$ cat src/rtl/cp0_pkg.sv
// ============================================================================
//  Module      : cp0_pkg
//  Description : Shared constants for the coprocessor-0 interrupt controller:
//                CP0 register numbers, ExcCode values and SR/Cause bit fields.
//  Revision    : 1.0 - initial release
// ============================================================================
`default_nettype none

package cp0_pkg;

  // CP0 register numbers (mfc0/mtc0 sel field)
  localparam logic [4:0] CP0_COUNT   = 5'd9;
  localparam logic [4:0] CP0_COMPARE = 5'd11;
  localparam logic [4:0] CP0_SR      = 5'd12;
  localparam logic [4:0] CP0_CAUSE   = 5'd13;
  localparam logic [4:0] CP0_EPC     = 5'd14;
  localparam logic [4:0] CP0_PRID    = 5'd15;

  // Exception codes recorded in Cause.ExcCode
  localparam logic [4:0] EXC_INT  = 5'd0;
  localparam logic [4:0] EXC_ADEL = 5'd4;
  localparam logic [4:0] EXC_SYS  = 5'd8;
  localparam logic [4:0] EXC_RI   = 5'd10;
  localparam logic [4:0] EXC_OV   = 5'd12;

  // Status register field positions
  localparam int SR_IE_BIT  = 0;
  localparam int SR_EXL_BIT = 1;
  localparam int SR_IM_LSB  = 10;

  // Cause register field positions
  localparam int CAUSE_EXC_LSB = 2;
  localparam int CAUSE_IP_LSB  = 10;
  localparam int CAUSE_TI_BIT  = 30;

  // EPC holds a word address; byte address bits [1:0] read as zero
  localparam int EPC_LSB = 2;

endpackage

`default_nettype wire

$ cat src/rtl/cp0_prio_enc.sv
// ============================================================================
//  Module      : cp0_prio_enc
//  Description : Priority encoder over the masked interrupt vector. The
//                highest-numbered set line wins; index 0 when nothing is set.
//  Revision    : 1.0 - initial release
// ============================================================================
`default_nettype none

module cp0_prio_enc #(
  parameter int NUM_HWINT = 6
) (
  input  logic [NUM_HWINT-1:0] i_vec,
  output logic [2:0]           o_id,
  output logic                 o_any
);

  // Scan upward so the last (highest) set bit overrides lower ones
  always_comb begin
    o_id  = 3'd0;
    o_any = 1'b0;
    for (int i = 0; i < NUM_HWINT; i++) begin
      if (i_vec[i]) begin
        o_id  = 3'(i);
        o_any = 1'b1;
      end
    end
  end

endmodule

`default_nettype wire

$ cat src/rtl/cp0_intc.sv
// ============================================================================
//  Module      : cp0_intc
//  Description : Coprocessor-0 for the pipelined MIPS core. Holds SR, Cause,
//                EPC and PrID, samples hardware interrupt lines into Cause.IP,
//                masks them with SR and reports the winning line.
//                Optional Count/Compare timer enabled by macro CP0_TIMER_EN.
//  Revision    : 1.0 - initial release
// ============================================================================
`default_nettype none

module cp0_intc
  import cp0_pkg::*;
#(
  parameter int          NUM_HWINT = 6,
  parameter int          PC_W      = 30,
  parameter logic [31:0] PRID_VAL  = 32'hBBAACCFF
) (
  input  logic                 i_clk,
  input  logic                 i_rst_n,
  input  logic [NUM_HWINT-1:0] i_hw_int,
  input  logic                 i_exl_set,
  input  logic                 i_exl_clr,
  input  logic [4:0]           i_exc_code,
  input  logic [PC_W-1:0]      i_epc_pc,
  input  logic                 i_wen,
  input  logic [4:0]           i_sel,
  input  logic [31:0]          i_din,
  output logic [31:0]          o_dout,
  output logic [PC_W-1:0]      o_epc,
  output logic                 o_int_req,
  output logic [2:0]           o_int_id
);

  // Architectural state
  logic [NUM_HWINT-1:0] r_im;
  logic                 r_ie;
  logic                 r_exl;
  logic [NUM_HWINT-1:0] r_ip;
  logic [4:0]           r_exc_code;
  logic [PC_W-1:0]      r_epc;

  logic                 w_wr_sr;
  logic                 w_wr_epc;
  logic                 w_ti;
  logic [NUM_HWINT-1:0] w_ti_vec;
  logic [NUM_HWINT-1:0] w_line_vec;
  logic [NUM_HWINT-1:0] w_masked;
  logic                 w_pend_any;
  logic [31:0]          w_sr;
  logic [31:0]          w_cause;

  assign w_wr_sr  = i_wen && (i_sel == CP0_SR);
  assign w_wr_epc = i_wen && (i_sel == CP0_EPC);

  // SR: IM/IE follow mtc0; EXL priority is entry > eret > mtc0
  always_ff @(posedge i_clk or negedge i_rst_n) begin
    if (!i_rst_n) begin
      r_im  <= '0;
      r_ie  <= 1'b0;
      r_exl <= 1'b0;
    end else begin
      if (w_wr_sr) begin
        r_im <= i_din[SR_IM_LSB +: NUM_HWINT];
        r_ie <= i_din[SR_IE_BIT];
      end
      if (i_exl_set) begin
        r_exl <= 1'b1;
      end else if (i_exl_clr) begin
        r_exl <= 1'b0;
      end else if (w_wr_sr) begin
        r_exl <= i_din[SR_EXL_BIT];
      end
    end
  end

  // EPC and ExcCode capture on exception entry; entry beats an mtc0 to EPC
  always_ff @(posedge i_clk or negedge i_rst_n) begin
    if (!i_rst_n) begin
      r_epc      <= '0;
      r_exc_code <= 5'd0;
    end else begin
      if (i_exl_set) begin
        r_epc      <= i_epc_pc;
        r_exc_code <= i_exc_code;
      end else if (w_wr_epc) begin
        r_epc <= i_din[EPC_LSB +: PC_W];
      end
    end
  end

  // Sample interrupt lines into IP; frozen while a handler runs (EXL=1)
  always_ff @(posedge i_clk or negedge i_rst_n) begin
    if (!i_rst_n) begin
      r_ip <= '0;
    end else if (!r_exl) begin
      r_ip <= w_line_vec;
    end
  end

`ifdef CP0_TIMER_EN
  logic [31:0] r_count;
  logic [31:0] r_compare;
  logic        r_ti;
  logic        w_wr_count;
  logic        w_wr_compare;

  assign w_wr_count   = i_wen && (i_sel == CP0_COUNT);
  assign w_wr_compare = i_wen && (i_sel == CP0_COMPARE);

  // Free-running Count; a software write takes precedence over the increment
  always_ff @(posedge i_clk or negedge i_rst_n) begin
    if (!i_rst_n) begin
      r_count <= 32'd0;
    end else if (w_wr_count) begin
      r_count <= i_din;
    end else begin
      r_count <= r_count + 32'd1;
    end
  end

  // Compare register plus sticky timer flag; writing Compare acknowledges it
  always_ff @(posedge i_clk or negedge i_rst_n) begin
    if (!i_rst_n) begin
      r_compare <= 32'd0;
      r_ti      <= 1'b0;
    end else begin
      if (w_wr_compare) begin
        r_compare <= i_din;
        r_ti      <= 1'b0;
      end else if ((r_count == r_compare) && (r_compare != 32'd0)) begin
        r_ti <= 1'b1;
      end
    end
  end

  assign w_ti = r_ti;
`else
  assign w_ti = 1'b0;
`endif

  // Timer flag shares the top hardware line
  always_comb begin
    w_ti_vec                = '0;
    w_ti_vec[NUM_HWINT-1]   = w_ti;
  end

  assign w_line_vec = i_hw_int | w_ti_vec;
  assign w_masked   = r_ip & r_im;

  cp0_prio_enc #(
    .NUM_HWINT (NUM_HWINT)
  ) u_prio_enc (
    .i_vec (w_masked),
    .o_id  (o_int_id),
    .o_any (w_pend_any)
  );

  assign o_int_req = w_pend_any & r_ie & ~r_exl;
  assign o_epc     = r_epc;

  // Assemble SR and Cause images from their fields
  always_comb begin
    w_sr                              = 32'd0;
    w_sr[SR_IM_LSB +: NUM_HWINT]      = r_im;
    w_sr[SR_EXL_BIT]                  = r_exl;
    w_sr[SR_IE_BIT]                   = r_ie;
    w_cause                           = 32'd0;
    w_cause[CAUSE_TI_BIT]             = w_ti;
    w_cause[CAUSE_IP_LSB +: NUM_HWINT] = r_ip;
    w_cause[CAUSE_EXC_LSB +: 5]       = r_exc_code;
  end

  // mfc0 read mux; unmapped register numbers read zero
  always_comb begin
    o_dout = 32'd0;
    case (i_sel)
      CP0_SR:      o_dout = w_sr;
      CP0_CAUSE:   o_dout = w_cause;
      CP0_EPC:     o_dout = 32'({r_epc, 2'b00});
      CP0_PRID:    o_dout = PRID_VAL;
`ifdef CP0_TIMER_EN
      CP0_COUNT:   o_dout = r_count;
      CP0_COMPARE: o_dout = r_compare;
`endif
      default:     o_dout = 32'd0;
    endcase
  end

endmodule

`default_nettype wire

$ cat config.mk
export PLATFORM = sky130hd
export DESIGN_NAME = cp0_intc
export DESIGN_NICKNAME = d
export VERILOG_FILES = /design/src/rtl/cp0_pkg.sv /design/src/rtl/cp0_prio_enc.sv /design/src/rtl/cp0_intc.sv
export SDC_FILE = /design/constraint.sdc
export NUM_CORES = 1
export LEC_CHECK = 0
export BUFFER_PORTS_ARGS = -buffer_cell sky130_fd_sc_hd__buf_4
export CAP_MARGIN = 15
export CORE_MARGIN = 8
export CORE_UTILIZATION = 45
export CTS_CLUSTER_DIAMETER = 100
export DETAILED_ROUTE_END_ITERATION = 8
export PLACE_DENSITY = 0.84
export SYNTH_ARGS = -nofsm -noshare
export SYNTH_HDL_FRONTEND = slang
export SYNTH_SLANG_ARGS = --single-unit
$ cat constraint.sdc
create_clock -name i_clk -period 3.1 [get_ports i_clk]
set_input_delay 0 -clock i_clk [delete_from_list [all_inputs] [get_ports i_clk]]
set_output_delay 0 -clock i_clk [all_outputs]
set_load 0.05 [all_outputs]
==> flow_summary.json, run 1 <==
{
  "layout_setup_ws_ps": 1157,
  "drt_iter0_markers": 258,
  "tns_ps": 0,
  "avgSynthCellArea_um2": 9.369,
  "finClkSkew_ps": 9.167,
  "cts_buffer_depth": 2,
  "cts_root_buf": "clkbuf_8",
  "wirelength_um": 11290,
  "max_freq_ghz": 0.5147,
  "syn-num-nets": 368,
  "viasPerCell": 5.726,
  "clk_latency_ps": 310,
  "cts_sinks": 49,
  "end_kind": "flop",
  "post_cts_buffers": 0,
  "hp-class": "input pin to flop",
  "fin_area_mm2": 0.004690,
  "rows": 28,
  "relSlewSlack": 0.2605,
  "dpl_worst_slack_ps": 1403,
  "finalCritPeriodShare": 0.6267,
  "period_needed_ps": 1943,
  "ir_worst_vdd_mv": 0.2878,
  "power_density_mw_per_mm2": 423.4,
  "synth_edf_count": 0,
  "leakage_nw": 2.210,
  "place_area_mm2": 0.003776,
  "grt_busiest_layer": "met2",
  "critPathArrivalTime_ps": 2190,
  "synth_area_mm2": 0.002670,
  "grtUsageMet3": 0.07051,
  "ys_seq_area_frac": 0.4592,
  "grtUsageMet2": 0.4651,
  "avgRoutedWirePerCell_um": 19.71,
  "finalSetupViolCount": 0,
  "grt_pass1_wl_um": 17920,
  "cts_buffers": 5,
  "drc": 0,
  "path_clk_slew_ps": 90,
  "hold_violations": 0,
  "gp_congestion": 0.9041,
  "syn_inst": 285,
  "path_class": "input pin to flop",
  "coreArea_mm2": 0.005816,
  "antenna_found_initial": 0,
  "grtUsageMet1": 0.2758,
  "maxSlewViolCount": 0,
  "grt_overflow": 0,
  "cts_resized": 0,
  "die_area_mm2": 0.008655,
  "portBuffers": 148,
  "initial_core_util": 0.4591,
  "cts_tree": "built",
  "max_cap_violations": 0,
  "dp_hpwl_um": 7104,
  "nets": 579,
  "h-tree-depth": 2,
  "yosys_warnings": 0,
  "hold_path_depth": 3,
  "ys_types": 35,
  "tightestPinTransition_ps": 1109,
  "reg2reg_depth": 2,
  "synthArstFlopShare": 1.000,
  "ant_nets": 0,
  "layout-drive-gt1-share": 0.3682,
  "status": "finished, final reports clean",
  "startpoint_type": "input pin",
  "die_w_um": 93.03,
  "rsz0062_at_grt": "no",
  "via_count": 3281,
  "cp.required_ps": 3350,
  "ys.flop_type": "dfrtp_1",
  "grt_pass1_vias": 3545,
  "track_usage": 0.2606,
  "path_max_fanout": 23,
  "drt_pre_antenna_iters": 5,
  "synth-seq-cells": 49,
  "die_h_um": 93.03,
  "area_growth_pct": 75.63,
  "nFillCells": 354,
  "io_pins": 149,
  "hold_buffers": 79,
  "grt_max_degree": 50
}
## flip-flops by register name, summed over array words and instances, names as in the netlist
register	cells
o_epc	30
r_exl	1
r_exc_code	5
r_ip	6
r_ie	1
r_im	6
## routing by layer
layer	wire (µm)	vias up
li1	-	1478
met1	4051	1603
met2	6035	162
met3	803	38
met4	400	0
met5	0	-
## cells in the final DEF, fill, tap and decap left out, types with 6 or more instances in the layout
master | Yosys | final
nor2_1 | 32 | 32
o21ai_0 | 31 | 31
dfrtp_1 | 49 | 49
mux2_2 | 18 | 18
and2_1 | 9 | 9
nand3_1 | 31 | 31
a31oi_1 | 30 | 30
dlygate4sd3_1 | 0 | 79
clkbuf_8 | 0 | 6
nand2_1 | 6 | 6
a21o_1 | 13 | 13
buf_4 | 3 | 153
## stage by stage
stage / total power, mW / util / cells / hold slack [ps]
after floorplan: 1.144 / - / 285 / -295.6
after global placement: 1.374 / 0.6493 / 485 / 46.89
after detailed placement: 1.391 / 0.6493 / 485 / 63.55
after CTS: 1.974 / 0.8059 / 572 / 7.444
after global routing: 2.060 / 0.8059 / 572 / 8.150
final: 1.985 / 0.8064 / 573 / 18.21
## synth_stat cells, types with 2 or more instances
master     number  area (µm²)
nand3_1        31       155.2
o21ai_1         3       15.01
o2bb2ai_1       2       17.52
buf_1           3       11.26
a221o_1         5       50.05
buf_2           4       20.02
mux2i_1         2       20.02
nand2_1         6       22.52
inv_1           3       11.26
a22oi_1         2       15.01
a21oi_1         4       20.02
a32oi_1         4       35.03
and2_1          9       56.30
a21o_1         13       97.59
nor2_1         32       120.1
buf_6           2       22.52
buf_4           3       22.52
clkbuf_1       16       60.06
dfrtp_1        49        1226
a31oi_1        30       187.7
mux2_2         18       202.7
o21ai_0        31       155.2
## worst max-delay path: stages
cell and delay [ps]:
buf_4 130, and4bb_1 730, buf_4 390, nand3_1 130
a31oi_1 220, dlygate4sd3_1 570
## logic make-up after synthesis
group | synth area share
mux | 0.08341
flops | 0.4592
compound gates | 0.2399
simple gates | 0.1607
buf+inv | 0.05670
## where the power goes
part           internal [mW]  switching [mW]
Sequential             0.713          0.0707
Clock                  0.263           0.226
Combinational          0.310           0.403
## worst paths after layout
path | slack [ps] | to | from
hold reg to reg | 540 | r_ip[4] | r_ip[4]
setup / recovery | 1160 | o_epc[24] | i_sel[0]
hold / removal | 20 | r_exl | i_din[1]
min in group asynchronous | 250 | r_im[5] | i_rst_n
max in group asynchronous | 2420 | r_exl | i_rst_n
setup reg to reg | 1700 | r_exc_code[2] | r_exc_code[2]
## layout make-up
type,count,area [µm²],share of cell area
Antenna cell,1,2.502,0.0005336
Clock buffer,6,82.58,0.01761
Clock inverter,2,37.54,0.008004
Inverter,4,15.01,0.003202
Multi-Input combinational cell,204,1292,0.2756
Sequential cell,49,1226,0.2615
Tap cell,75,93.84,0.02001
Timing Repair Buffer,232,1939,0.4136
No activity file was read; power rests on OpenSTA's default activity.
==> run 2: changes to the inputs <==
==> constraint.sdc (replaced) <==
create_clock -name i_clk -period 1.95 [get_ports i_clk]
set_input_delay 0 -clock i_clk [delete_from_list [all_inputs] [get_ports i_clk]]
set_output_delay 0 -clock i_clk [all_outputs]
set_load 0.05 [all_outputs]
==> run 2 against run 1 <==
Utilization shrank 0.93 points; critical path type unchanged; routed wire length shrank 4.1%; worst setup slack lost 750 ps; count of clock-buffer cells in the layout grew 1.
==> flow_summary.json, run 2 (same netlist as run 1, synthesis figures left out) <==
{
  "status": "finished, final reports clean",
  "tightestPinTransition_ps": 636.9,
  "max_stage_delay_ps": 590,
  "maxSlewViolCount": 0,
  "p_seq_frac": 0.422,
  "die_h_um": 93.03,
  "viasPerCell": 5.605,
  "rsz0062_at_grt": "no",
  "r2r_start": "o_epc[4]",
  "crit_slowest_cell": "dlygate4sd3_1",
  "power_switching_mw": 1.053,
  "p_sw_frac": 0.3565,
  "path_cells": "buf_4 > and2_1 > buf_12 > nand3_1 > a31oi_1 > dlygate4sd3_1",
  "path_clk_slew_ps": 80,
  "io_pins": 149,
  "reg2reg_depth": 3,
  "path_class": "input pin to flop",
  "cts_sinks": 49,
  "coreArea_mm2": 0.005816,
  "hold_violations": 0,
  "final_cells": 569,
  "grt_pass1_wl_um": 17370,
  "die_area_mm2": 0.008655,
  "ant_nets": 0,
  "antenna_cells": 0,
  "nets": 577,
  "r2r_slack_ps": 600,
  "antenna_found_initial": 0,
  "hp-class": "input pin to flop",
  "layout_setup_ws_ps": 407.6,
  "clk_latency_ps": 290,
  "pwr-share-comb": 0.379,
  "hold_end": "o_epc[24]",
  "ir_worst_vdd_mv": 0.4091,
  "max_freq_ghz": 0.6483,
  "p_clk_frac": 0.200,
  "grt_pass1_vias": 3444,
  "gp_congestion": 0.8636,
  "cts_tree": "built",
  "max_cap_violations": 0,
  "power_density_mw_per_mm2": 637.0,
  "via_count": 3189,
  "track_usage": 0.2476,
  "finClkSkew_ps": 2.571,
  "placed_cells": 489,
  "cp.required_ps": 2170,
  "cts_buffers": 5,
  "drt_pre_antenna_iters": 4,
  "layout_commonest_cell": "buf_4",
  "dpl_worst_slack_ps": 623.1,
  "grt_overflow": 0,
  "portBuffers": 148,
  "end_kind": "flop",
  "fin_area_mm2": 0.004636,
  "area_growth_pct": 73.62,
  "finalSetupViolCount": 0,
  "hp-start": "i_din[26]",
  "relSlewSlack": 0.5754,
  "die_w_um": 93.03,
  "drc": 0,
  "period_needed_ps": 1542,
  "leakage_nw": 2.196,
  "largest_reg_flops": 30,
  "power.internal_mw": 1.900,
  "grt_max_degree": 50,
  "utilization": 0.7971,
  "drt_iter0_markers": 135,
  "cp_num_buf_inv": 3,
  "layout-drive-gt1-share": 0.3745,
  "cp_top_family": "buffers and inverters",
  "initial_core_util": 0.4591,
  "avgRoutedWirePerCell_um": 19.04,
  "final_cell_mix": "buf_4, dlygate4sd3_1, dfrtp_1",
  "place_area_mm2": 0.003819,
  "cts_buffer_depth": 2,
  "dp_hpwl_um": 7191,
  "rows": 28,
  "finalCritPeriodShare": 0.7910,
  "startpoint_type": "input pin",
  "cts_root_buf": "clkbuf_8",
  "p_total_mw": 2.953,
  "h-tree-depth": 2,
  "tns_ps": 0,
  "nFillCells": 378,
  "path_max_fanout": 19,
  "worst_hold_slack_ps": 19.98,
  "wirelength_um": 10830,
  "critPathArrivalTime_ps": 1760,
  "r2r-end": "o_epc[4]",
  "hold_path_depth": 3
}
-- run 2: area by class of cell --
type	instances	area [µm²]	share of cell area
tap	75	93.84	0.02024
sequential	49	1226	0.2645
timing repair buffer	230	1922	0.4146
inverter	4	15.01	0.003239
clock buffer	7	86.33	0.01862
multi-input combinational	204	1292	0.2788
-- run 2: how the worst max path moves through the flow --
stage	from	end	slack [ps]	cells after the start
floorplan	o_epc[8]	o_dout[10]	110	2
global placement	i_sel[0]	r_im[3]	670	5
detailed placement	i_sel[0]	r_im[1]	620	5
CTS	r_im[3]	o_int_req	480	4
global route	i_sel[1]	o_epc[4]	350	6
finish	i_sel[1]	o_epc[4]	410	6
-- run 2: what timing repair did --
action,4_1_cts,5_1_grt
gates resized for setup,0,0
setup buffers,0,0
hold endpoints to repair,98,0
hold buffers,73,0
-- run 2: power groups by stage --
stage | clock network (mW) | logic (mW) | registers (mW)
final | 0.590 | 1.12 | 1.25
after floorplan | 0 | 0.387 | 1.43
after detailed placement | 0 | 0.962 | 1.26
after global routing | 0.647 | 1.18 | 1.26
after global placement | 0 | 0.942 | 1.25
after CTS | 0.613 | 1.11 | 1.24
-- run 2: worst reg2reg max path: stages (launching register included) --
cell,delay [ps]
dfrtp_1,370
o21ai_0,100
a31oi_1,230
dlygate4sd3_1,590
-- run 2: metal layers --
metal	track usage	vias to the layer above	part of all wire	wire [µm]
met1	0.2607	1521	0.35	3827
met5	0	-	0	0
met2	0.4604	168	0.54	5809
met3	0.06090	30	0.079	861
met4	0.09799	0	0.031	332
li1	-	1470	-	-
==> run 3: changes to the inputs <==
--- a/config.mk
+++ b/config.mk
@@ -8,10 +8,10 @@
 export BUFFER_PORTS_ARGS = -buffer_cell sky130_fd_sc_hd__buf_4
 export CAP_MARGIN = 15
 export CORE_MARGIN = 8
-export CORE_UTILIZATION = 45
+export CORE_UTILIZATION = 40
 export CTS_CLUSTER_DIAMETER = 100
 export DETAILED_ROUTE_END_ITERATION = 8
-export PLACE_DENSITY = 0.84
+export PLACE_DENSITY = 0.79
 export SYNTH_ARGS = -nofsm -noshare
 export SYNTH_HDL_FRONTEND = slang
 export SYNTH_SLANG_ARGS = --single-unit
==> constraint.sdc (replaced) <==
create_clock -name i_clk -period 1.25 [get_ports i_clk]
set_input_delay 0 -clock i_clk [delete_from_list [all_inputs] [get_ports i_clk]]
set_output_delay 0 -clock i_clk [all_outputs]
set_load 0.05 [all_outputs]
==> run 3 against run 2 <==
The run now ends with negative setup slack left; worst hold slack improved by 38 ps; first-iteration DRC count is 35% higher; count of clock-buffer cells in the layout is 2 lower; largest power group is now combinational cells; via count up 3.9%; utilization shrank 1.4 points; clock skew barely moved; routed wire length up 8.6%; sequential power rose by 55%.
==> flow_summary.json, run 3 (same netlist as run 1, synthesis figures left out) <==
{
  "placed_cells": 501,
  "finalCritPeriodShare": 1.166,
  "leakage_nw": 2.318,
  "track_usage": 0.2369,
  "violations": "negative setup slack",
  "grt_pass1_vias": 3567,
  "cp_num_buf_inv": 1,
  "area_growth_pct": 88.47,
  "finalSetupViolCount": 5,
  "io_pins": 149,
  "max_cap_violations": 0,
  "cp_top_family": "compound AO/OA/AOI/OAI gates",
  "gp_congestion": 0.8170,
  "grt_pass1_wl_um": 18510,
  "rows": 29,
  "die_area_mm2": 0.009545,
  "maxSlewViolCount": 0,
  "critPathArrivalTime_ps": 1460,
  "nFillCells": 388,
  "cts_buffer_depth": 2,
  "avgRoutedWirePerCell_um": 19.80,
  "crit_slowest_cell": "dfrtp_1",
  "ir_worst_vdd_mv": 0.5681,
  "max_stage_delay_ps": 400,
  "final_cells": 594,
  "power_density_mw_per_mm2": 961.7,
  "path_max_fanout": 2,
  "initial_core_util": 0.4157,
  "die_w_um": 97.70,
  "layout-drive-gt1-share": 0.4496,
  "worst_hold_slack_ps": 57.84,
  "grt_max_degree": 62,
  "portBuffers": 148,
  "period_needed_ps": 1458,
  "layout_setup_ws_ps": -207.7,
  "nets": 598,
  "viasPerCell": 5.577,
  "antenna_found_initial": 1,
  "cts_tree": "built",
  "relSlewSlack": 0.5865,
  "path_cells": "a22oi_2 > nand2_1 > o211a_4 > buf_8",
  "coreArea_mm2": 0.006422,
  "finClkSkew_ps": 2.174,
  "cts_sinks": 49,
  "ant_nets": 0,
  "path_clk_slew_ps": 90,
  "cts_root_buf": "clkbuf_8",
  "r2r_start": "r_exl",
  "cp.required_ps": 1250,
  "cts_buffers": 5,
  "dp_hpwl_um": 7397,
  "end_kind": "primary output",
  "status": "finished with violations",
  "clk_latency_ps": 300,
  "layout_commonest_cell": "buf_4",
  "tightestPinTransition_ps": 620.2,
  "max_freq_ghz": 0.6860,
  "final_cell_mix": "buf_4, dlygate4sd3_1, dfrtp_1",
  "drt_iter0_markers": 182,
  "hp-start": "i_din[1]",
  "crit_path_start": "r_im[3]",
  "grt_overflow": 0,
  "h-tree-depth": 2,
  "startpoint_type": "flop",
  "drc": 0,
  "path_class": "flop to primary output",
  "die_h_um": 97.70,
  "wirelength_um": 11760,
  "hold_violations": 0,
  "drt_pre_antenna_iters": 6,
  "rsz0062_at_grt": "yes",
  "via_count": 3313,
  "utilization": 0.7836,
  "hp-class": "input pin to flop",
  "largest_reg_flops": 30
}
==> run 3: final timing paths <==
check | to | cells after the start | slack, ps
worst max-delay path | o_int_req | 4 | -210
worst min-delay path | r_exl | 3 | 60
worst max register to register | r_ip[1] | 2 | 240
worst min register to register | r_exc_code[0] | 1 | 520
max in group asynchronous | r_ip[2] | 2 | 500
min in group asynchronous | r_ip[4] | 2 | 300
==> run 3: layer usage <==
layer	vias to the layer above	track usage	routed length [µm]
met5	-	0	0
met2	181	0.4238	6018
met4	0	0.08393	310
met3	28	0.07163	860
li1	1510	-	-
met1	1594	0.2585	4569
==> run 3: where the power goes <==
part | switching [mW] | internal, mW | total (mW)
sequential | 0.174 | 1.77 | 1.94
clock | 0.556 | 0.393 | 0.949
combinational | 1.08 | 0.864 | 1.95
total | 1.81 | 3.03 | 4.84
==> run 3: cell type report <==
type / instances / area, µm² / area share
clock buffers: 5 / 68.82 / 0.01367
repair buffers: 251 / 2177 / 0.4326
flip-flops and latches: 49 / 1229 / 0.2442
multi-input cells: 204 / 1421 / 0.2824
well taps: 77 / 96.34 / 0.01914
diodes: 1 / 2.502 / 0.0004973
clock inverters: 3 / 22.52 / 0.004475
inverters: 4 / 15.01 / 0.002984
==> run 3: metrics by stage <==
step | power, mW | cell area [µm²] | setup TNS, ps | worst slack (ps)
after floorplan | 2.868 | 2740 | 0 | 24.40
after global placement | 3.501 | 3991 | 0 | 74.59
after detailed placement | 3.541 | 3991 | 0 | 27.71
after CTS | 4.738 | 4897 | -463.3 | -186.3
after global routing | 5.033 | 5032 | -716.6 | -247.3
final | 4.840 | 5032 | -484.0 | -207.7
==> run 3: repair_timing <==
item,4_1_cts,5_1_grt
resized for setup,10,20
buffers inserted,4,7
hold endpoints to repair,98,0
pin swaps,2,8
endpoints found under the setup margin,7,16
hold buffers,75,0
==> run 3: worst reg2reg max path, stage by stage, from the launching register on <==
cell	delay [ps]
dfrtp_2	410
buf_4	150
mux2_2	340
